File: config.mk
export PLATFORM = sky130hd
export DESIGN_NAME = fetch_stage
export DESIGN_NICKNAME = d
export VERILOG_FILES = /design/src/rtl/fetch_stage.sv
export SDC_FILE = /design/constraint.sdc
export NUM_CORES = 1
export LEC_CHECK = 0
export CORE_UTILIZATION = 55
export DETAILED_ROUTE_END_ITERATION = 10
export GPL_TIMING_DRIVEN = 0
export HOLD_SLACK_MARGIN = 0.06
export PLACE_DENSITY = 0.77
export SLEW_MARGIN = 20
export SYNTH_ARGS = -nofsm -noshare
export SYNTH_HDL_FRONTEND = slang
export SYNTH_SLANG_ARGS = --single-unit
File: constraint.sdc
create_clock -name clk_i -period 4.4 [get_ports clk_i]
set_clock_uncertainty 0.05 [all_clocks]
set_input_delay 0.44 -clock clk_i [delete_from_list [all_inputs] [get_ports clk_i]]
set_output_delay 0.44 -clock clk_i [all_outputs]
set_load 0.1 [all_outputs]
File: src/rtl/fetch_stage.sv
// fetch_stage: fetch unit that issues word-aligned imem requests and queues the
// in-order responses for decode, with redirect flush and access-fault halt.
//
// Ports
//   clk_i, rstn_i        clock, synchronous active-low reset
//   redirect_i/_pc_i     redirect request and target (low two bits ignored)
//   imem_req_*           request channel (valid/ready, word address)
//   imem_rsp_*           in-order response (valid, data, access fault)
//   dec_*                queue head to decode (valid/ready, pc, instr, fault)
module fetch_stage #(
  parameter int              XLEN      = 32,
  parameter logic [XLEN-1:0] RESET_PC  = '0,
  parameter int              FQ_DEPTH  = 4,
  parameter int              MAX_OUTST = 2
) (
  input  logic            clk_i,
  input  logic            rstn_i,
  input  logic            redirect_i,
  input  logic [XLEN-1:0] redirect_pc_i,
  output logic            imem_req_valid_o,
  input  logic            imem_req_ready_i,
  output logic [XLEN-1:0] imem_req_addr_o,
  input  logic            imem_rsp_valid_i,
  input  logic [XLEN-1:0] imem_rsp_data_i,
  input  logic            imem_rsp_err_i,
  output logic            dec_valid_o,
  input  logic            dec_ready_i,
  output logic [XLEN-1:0] dec_pc_o,
  output logic [XLEN-1:0] dec_instr_o,
  output logic            dec_fault_o
);

  localparam int AW = $clog2(FQ_DEPTH);
  localparam int CW = $clog2(FQ_DEPTH + 1);
  localparam logic [CW-1:0]   L_MAXO  = CW'(MAX_OUTST);
  localparam logic [CW:0]     L_DEPTH = (CW+1)'(FQ_DEPTH);
  localparam logic [XLEN-1:0] L_FOUR  = XLEN'(4);

  typedef enum logic {
    S_RUN,
    S_HALT
  } state_t;

  state_t          r_state;
  state_t          w_state_nxt;
  logic [XLEN-1:0] r_pc;
  logic [XLEN-1:0] r_rsp_pc;
  logic [CW-1:0]   r_outst;
  logic [CW-1:0]   r_drop;
  logic [CW-1:0]   r_cnt;
  logic [AW-1:0]   r_rd;
  logic [AW-1:0]   r_wr;
  logic [XLEN-1:0] r_q_pc    [FQ_DEPTH];
  logic [XLEN-1:0] r_q_instr [FQ_DEPTH];
  logic            r_q_err   [FQ_DEPTH];

  logic            w_req_valid;
  logic            w_acc;
  logic            w_deq;
  logic            w_enq;
  logic            w_rsp_drop;
  logic            w_dec_valid;
  logic            w_credit;
  logic [CW-1:0]   w_outst_nxt;
  logic [XLEN-1:0] w_redir_pc;
  logic            w_unused_pc_lsb;

  assign w_redir_pc      = {redirect_pc_i[XLEN-1:2], 2'b00};
  assign w_unused_pc_lsb = ^redirect_pc_i[1:0];

  assign w_dec_valid = (r_cnt != '0);
  assign w_acc       = w_req_valid & imem_req_ready_i;
  assign w_deq       = w_dec_valid & dec_ready_i;
  assign w_rsp_drop  = imem_rsp_valid_i & (r_drop != '0);
  // A redirect flushes the queue, so a same-cycle response never lands.
  assign w_enq       = imem_rsp_valid_i & ~w_rsp_drop & ~redirect_i;
  assign w_outst_nxt = r_outst + CW'(w_acc) - CW'(imem_rsp_valid_i);
  // Queued plus in-flight never exceeds the depth, so no response can
  // arrive into a full queue.
  assign w_credit    = ({1'b0, r_cnt} + {1'b0, r_outst}) < L_DEPTH;

  always_ff @(posedge clk_i) begin
    if (!rstn_i) begin
      r_state <= S_RUN;
    end else begin
      r_state <= w_state_nxt;
    end
  end

  always_comb begin
    w_state_nxt = r_state;
    if (redirect_i) begin
      w_state_nxt = S_RUN;
    end else if (w_enq && imem_rsp_err_i) begin
      w_state_nxt = S_HALT;
    end
  end

  always_comb begin
    w_req_valid = 1'b0;
    if (rstn_i && (r_state == S_RUN) && !redirect_i &&
        (r_outst < L_MAXO) && w_credit) begin
      w_req_valid = 1'b1;
    end
  end

  always_ff @(posedge clk_i) begin
    if (!rstn_i) begin
      r_pc     <= RESET_PC;
      r_rsp_pc <= RESET_PC;
      r_outst  <= '0;
      r_drop   <= '0;
      r_cnt    <= '0;
      r_rd     <= '0;
      r_wr     <= '0;
    end else if (redirect_i) begin
      r_pc     <= w_redir_pc;
      r_rsp_pc <= w_redir_pc;
      r_outst  <= w_outst_nxt;
      // Everything still in flight belongs to the old stream.
      r_drop   <= w_outst_nxt;
      r_cnt    <= '0;
      r_rd     <= '0;
      r_wr     <= '0;
    end else begin
      r_outst <= w_outst_nxt;
      r_cnt   <= r_cnt + CW'(w_enq) - CW'(w_deq);
      if (w_acc) begin
        r_pc <= r_pc + L_FOUR;
      end
      if (w_rsp_drop) begin
        r_drop <= r_drop - CW'(1);
      end
      if (w_enq) begin
        r_wr     <= r_wr + AW'(1);
        r_rsp_pc <= r_rsp_pc + L_FOUR;
      end
      if (w_deq) begin
        r_rd <= r_rd + AW'(1);
      end
    end
  end

  always_ff @(posedge clk_i) begin
    if (w_enq) begin
      r_q_pc[r_wr]    <= r_rsp_pc;
      r_q_instr[r_wr] <= imem_rsp_err_i ? '0 : imem_rsp_data_i;
      r_q_err[r_wr]   <= imem_rsp_err_i;
    end
  end

  assign imem_req_valid_o = w_req_valid;
  assign imem_req_addr_o  = r_pc;
  assign dec_valid_o      = w_dec_valid;
  // Head fields are masked while empty so stale entries never show.
  assign dec_pc_o         = w_dec_valid ? r_q_pc[r_rd]    : '0;
  assign dec_instr_o      = w_dec_valid ? r_q_instr[r_rd] : '0;
  assign dec_fault_o      = w_dec_valid & r_q_err[r_rd];

endmodule

==> out/summary.log <==
INFO  setup_path     timing.critical_path.from_type=flip-flop
INFO  global_routing grt_first_pass_wirelength=49300microns
INFO  clock_network  maximum_clock_path_buffer_count=3
INFO  setup_path     worst-path-max-fanout=10
INFO  die            ios=170
INFO  logic_synthesis synth_compound_gate_area_share=0.0527
INFO  global_routing grt_util_met3=0.0465
INFO  layout         n_antenna_cell=0
INFO  power_and_ir_drop power=7830uW
INFO  global_routing grt_use_met1=0.336
INFO  global_routing largest_net_degree_at_the_start_of_global_routing=47
INFO  sta            worst_pin_slew=1040ps
INFO  sta            final.hold.worst_slack=451ps
INFO  place          io_buffers=163
INFO  place          dp_cells=1465
INFO  logic_synthesis ys_top_cells_by_area=edfxtp_1 54%, dfxtp_1 11%, mux4_2 10%, and2_1 3.4%, a21oi_1 1.7%
INFO  logic_synthesis post_synth_mux_area_share=0.104
INFO  clock_network  cts-htree-levels=2
INFO  min_path       worstHoldPathType=reg -> reg
INFO  global_routing grt.overflow.total=0
INFO  logic_synthesis synth-simple-area-share=0.127
INFO  sta            post-route-min-period=4140ps
INFO  detailed_routing drc=0
INFO  die            floorplan.die_area=26000squm
INFO  clock_network  cts.sink_count=328
INFO  clock_network  cts_buffers=34
INFO  detailed_routing drt_pass_1_iters=7
INFO  layout         num-fill-cells=1614
INFO  clock_network  cts.repair_timing.setup_buffer_count=0
INFO  die            placeableCoreArea=24600squm
INFO  logic_synthesis mean_cell_area_of_the_mapped_netlist=14.3squm
INFO  sta            timing.final.ws_setup=258ps
INFO  detailed_routing routed_wire_length=31400microns
INFO  detailed_routing drtIter0Drc=726
INFO  layout         regArea=9090squm
INFO  power_and_ir_drop p_per_area=454nW/um^2
INFO  clock_network  path_clk_slew=60ps
INFO  place          place_ws=552ps
INFO  place          place.detailed.hpwl=21100microns
INFO  global_routing vias_in_the_first_global_route=9059
INFO  layout         layoutNonFillerInstCount=1523
INFO  place          place_area=16100squm
INFO  clock_network  cts.hold.buffers_added=0
INFO  global_routing globalRouteTotalUtil=0.248
INFO  logic_synthesis main_combinational_cell_family_by_area_after_synthesis=simple AND/OR/NAND/NOR gates
INFO  clock_network  clk_root_buffer_cell=clkbuf_16
INFO  logic_synthesis post_synth_fa_ha_maj_area_fraction=0.0163
INFO  layout         final_nets=1265
INFO  setup_path     timing.critical_path.arrival=3650ps
INFO  job            drv.max_cap_violation_count=0
INFO  sta            timing.fmax=0.241GHz
INFO  clock_network  clock_latency=510ps
INFO  die            die_width=161microns
INFO  global_routing grt_most_used_layer=met2
INFO  detailed_routing vias_cell=5.87
INFO  layout         finish.instance_area=17300squm
INFO  sta            setup_viol=0
INFO  sta            hold_viol_final=0
INFO  logic_synthesis synth-edff-count=252
INFO  logic_synthesis synth.top_cell.area_share=0.543
INFO  logic_synthesis synth.cell_area=13900squm
INFO  setup_path     end_kind=primary output
INFO  detailed_routing wl_per_cell=20.6microns
INFO  global_routing global_route.usage.met2=0.413
INFO  sta            grt_setup_unrepaired=false
INFO  logic_synthesis synth_top_area_cell=edfxtp_1
INFO  logic_synthesis synth_cell_types=52
INFO  sta            post-route-period-util=0.941
INFO  layout         syn2layout_area_growth=24.0%
INFO  logic_synthesis synthesized_netlist_cell_count=971
INFO  sta            slew-limit-headroom=0.304
INFO  power_and_ir_drop peakVddDrop=297uV
INFO  power_and_ir_drop leakage=0.00565uW
INFO  layout         area_taken_by_multi_input_logic_gates=4550squm
INFO  global_routing initial_antenna_violation_count=0
INFO  logic_synthesis fraction_of_synthesis_flops_using_an_asynchronous_set_or_reset_pin=0
INFO  status         outcome=finished, final reports clean
INFO  detailed_routing num_vias=8942
INFO  setup_path     worstPathRequired=3910ps
INFO  logic_synthesis synth-main-ff-cell=edfxtp_1
INFO  logic_synthesis postSynthRegisterBits=328
INFO  die            rows=57
INFO  setup_path     criticalPathCategory=reg -> out
INFO  sta            timing_max_transition_violations_final=0
INFO  layout         post_route_cells_drive_above_1_share=0.116
INFO  logic_synthesis ys.warnings.count=0
INFO  logic_synthesis synth_area_in_xor_xnor=0.0239
INFO  logic_synthesis yosysSeqAreaShare=0.652
INFO  die            starting_density=0.566
INFO  place          place_congestion=0.932
INFO  detailed_routing remaining_number_of_nets_flagged_by_the_antenna_check_after_routing=0
INFO  clock_network  cts_tree=yes
INFO  die            chipHeight=161microns
power breakdown:
part / leakage, uW / internal [uW] / switching (uW) / total [uW]
combinational: 0.00215 / 394 / 937 / 1330
clock: 0.000558 / 1790 / 1150 / 2930
sequential: 0.00294 / 3470 / 97.8 / 3570
total: 0.00565 / 5650 / 2180 / 7830
stage by stage:
stage / TNS (ps) / util
floorplan: 0 / -
global placement: -164550 / 0.649
detailed placement: 0 / 0.654
CTS: -2.16 / 0.702
global route: 0 / 0.702
finish: 0 / 0.702
flip-flops by register name (all words and copies together), names as in the netlist, named ones only:
| signal | flops |
|---|---|
| r_rsp_pc | 30 |
| r_rd | 2 |
| r_outst | 3 |
| r_q_err | 4 |
| r_cnt | 3 |
| r_wr | 2 |
| r_state | 1 |
| r_q_instr | 128 |
| r_q_pc | 120 |
| imem_req_addr_o | 30 |
| r_drop | 3 |
synth_stat cells, types with 7 or more instances:
library cell  number
edfxtp_1         252
dfxtp_1           76
and2_1            75
mux4_2            63
nand2_1           52
clkbuf_1          49
a21oi_1           46
o21ai_0           40
nor2b_1           32
nand3_1           28
nor2_1            28
and3_1            22
a31oi_1           21
nand4_1           21
xnor2_1           21
xor2_1            17
inv_1             16
ha_1              15
nor4_1            13
and4_1            11
or3_1             10
nor3_1             9
buf_1              7
path summary, 6_finish.rpt:
path,from,to,slack [ps],cells past startpoint
min reg2reg,r_wr[0],r_wr[0],450,2
min,r_wr[0],r_wr[0],450,2
max reg2reg,r_cnt[2],r_drop[2],1030,14
max,flip-flop,dec_pc_o[4],260,5
routing by layer:
| layer | vias up | part of all wire |
|---|---|---|
| li1 | 4121 | - |
| met1 | 4353 | 0.41 |
| met2 | 424 | 0.49 |
| met3 | 44 | 0.082 |
| met4 | 0 | 0.018 |
| met5 | - | 0 |
worst max-delay path: stages (launching register included):
cell and delay [ps]:
dfxtp_1 310, clkbuf_1 540, clkdlybuf4s15_2 560, mux4_2 560, and2_1 170, clkdlybuf4s50_1 1000
cell usage in the layout (no fill, tap or decap), drive strengths merged, types with 17 or more instances in the layout:
cell             n
and2            75
nor2            28
nand3           28
and3            22
clkbuf          94
a31oi           21
xnor2           21
nor2b           32
a21oi           46
mux4            63
clkdlybuf4s50  163
dfxtp           76
o21ai           40
edfxtp         252
nand4           21
nand2           52
inv             19
xor2            17
logic make-up (layout without fill, tap and decap cells):
family,Yosys count,count (layout)
AO/OA/AOI/OAI,128,128
XOR/XNOR,38,38
adder cells (fa/ha/maj),17,17
buffers and inverters,81,306
flip-flops,328,328
multiplexers,66,66
other,1,4
AND/OR/NAND/NOR,312,312
what timing repair did:
item / 4_1_cts / 5_1_grt
pin swaps: 0 / 0
setup endpoints to repair: 21 / 30
cloned: 0 / 0
endpoints found under the hold margin: 0 / 0
gates resized for setup: 6 / 7
area by class of cell:
cell class | instances | share of cell area
Buffer | 62 | 0.0162
Clock buffer | 43 | 0.0555
Clock inverter | 15 | 0.0114
Inverter | 19 | 0.00413
Multi-Input combinational cell | 565 | 0.264
Sequential cell | 328 | 0.526
Tap cell | 324 | 0.0235
Timing Repair Buffer | 167 | 0.0996
No activity file was read; power rests on OpenSTA's default activity.
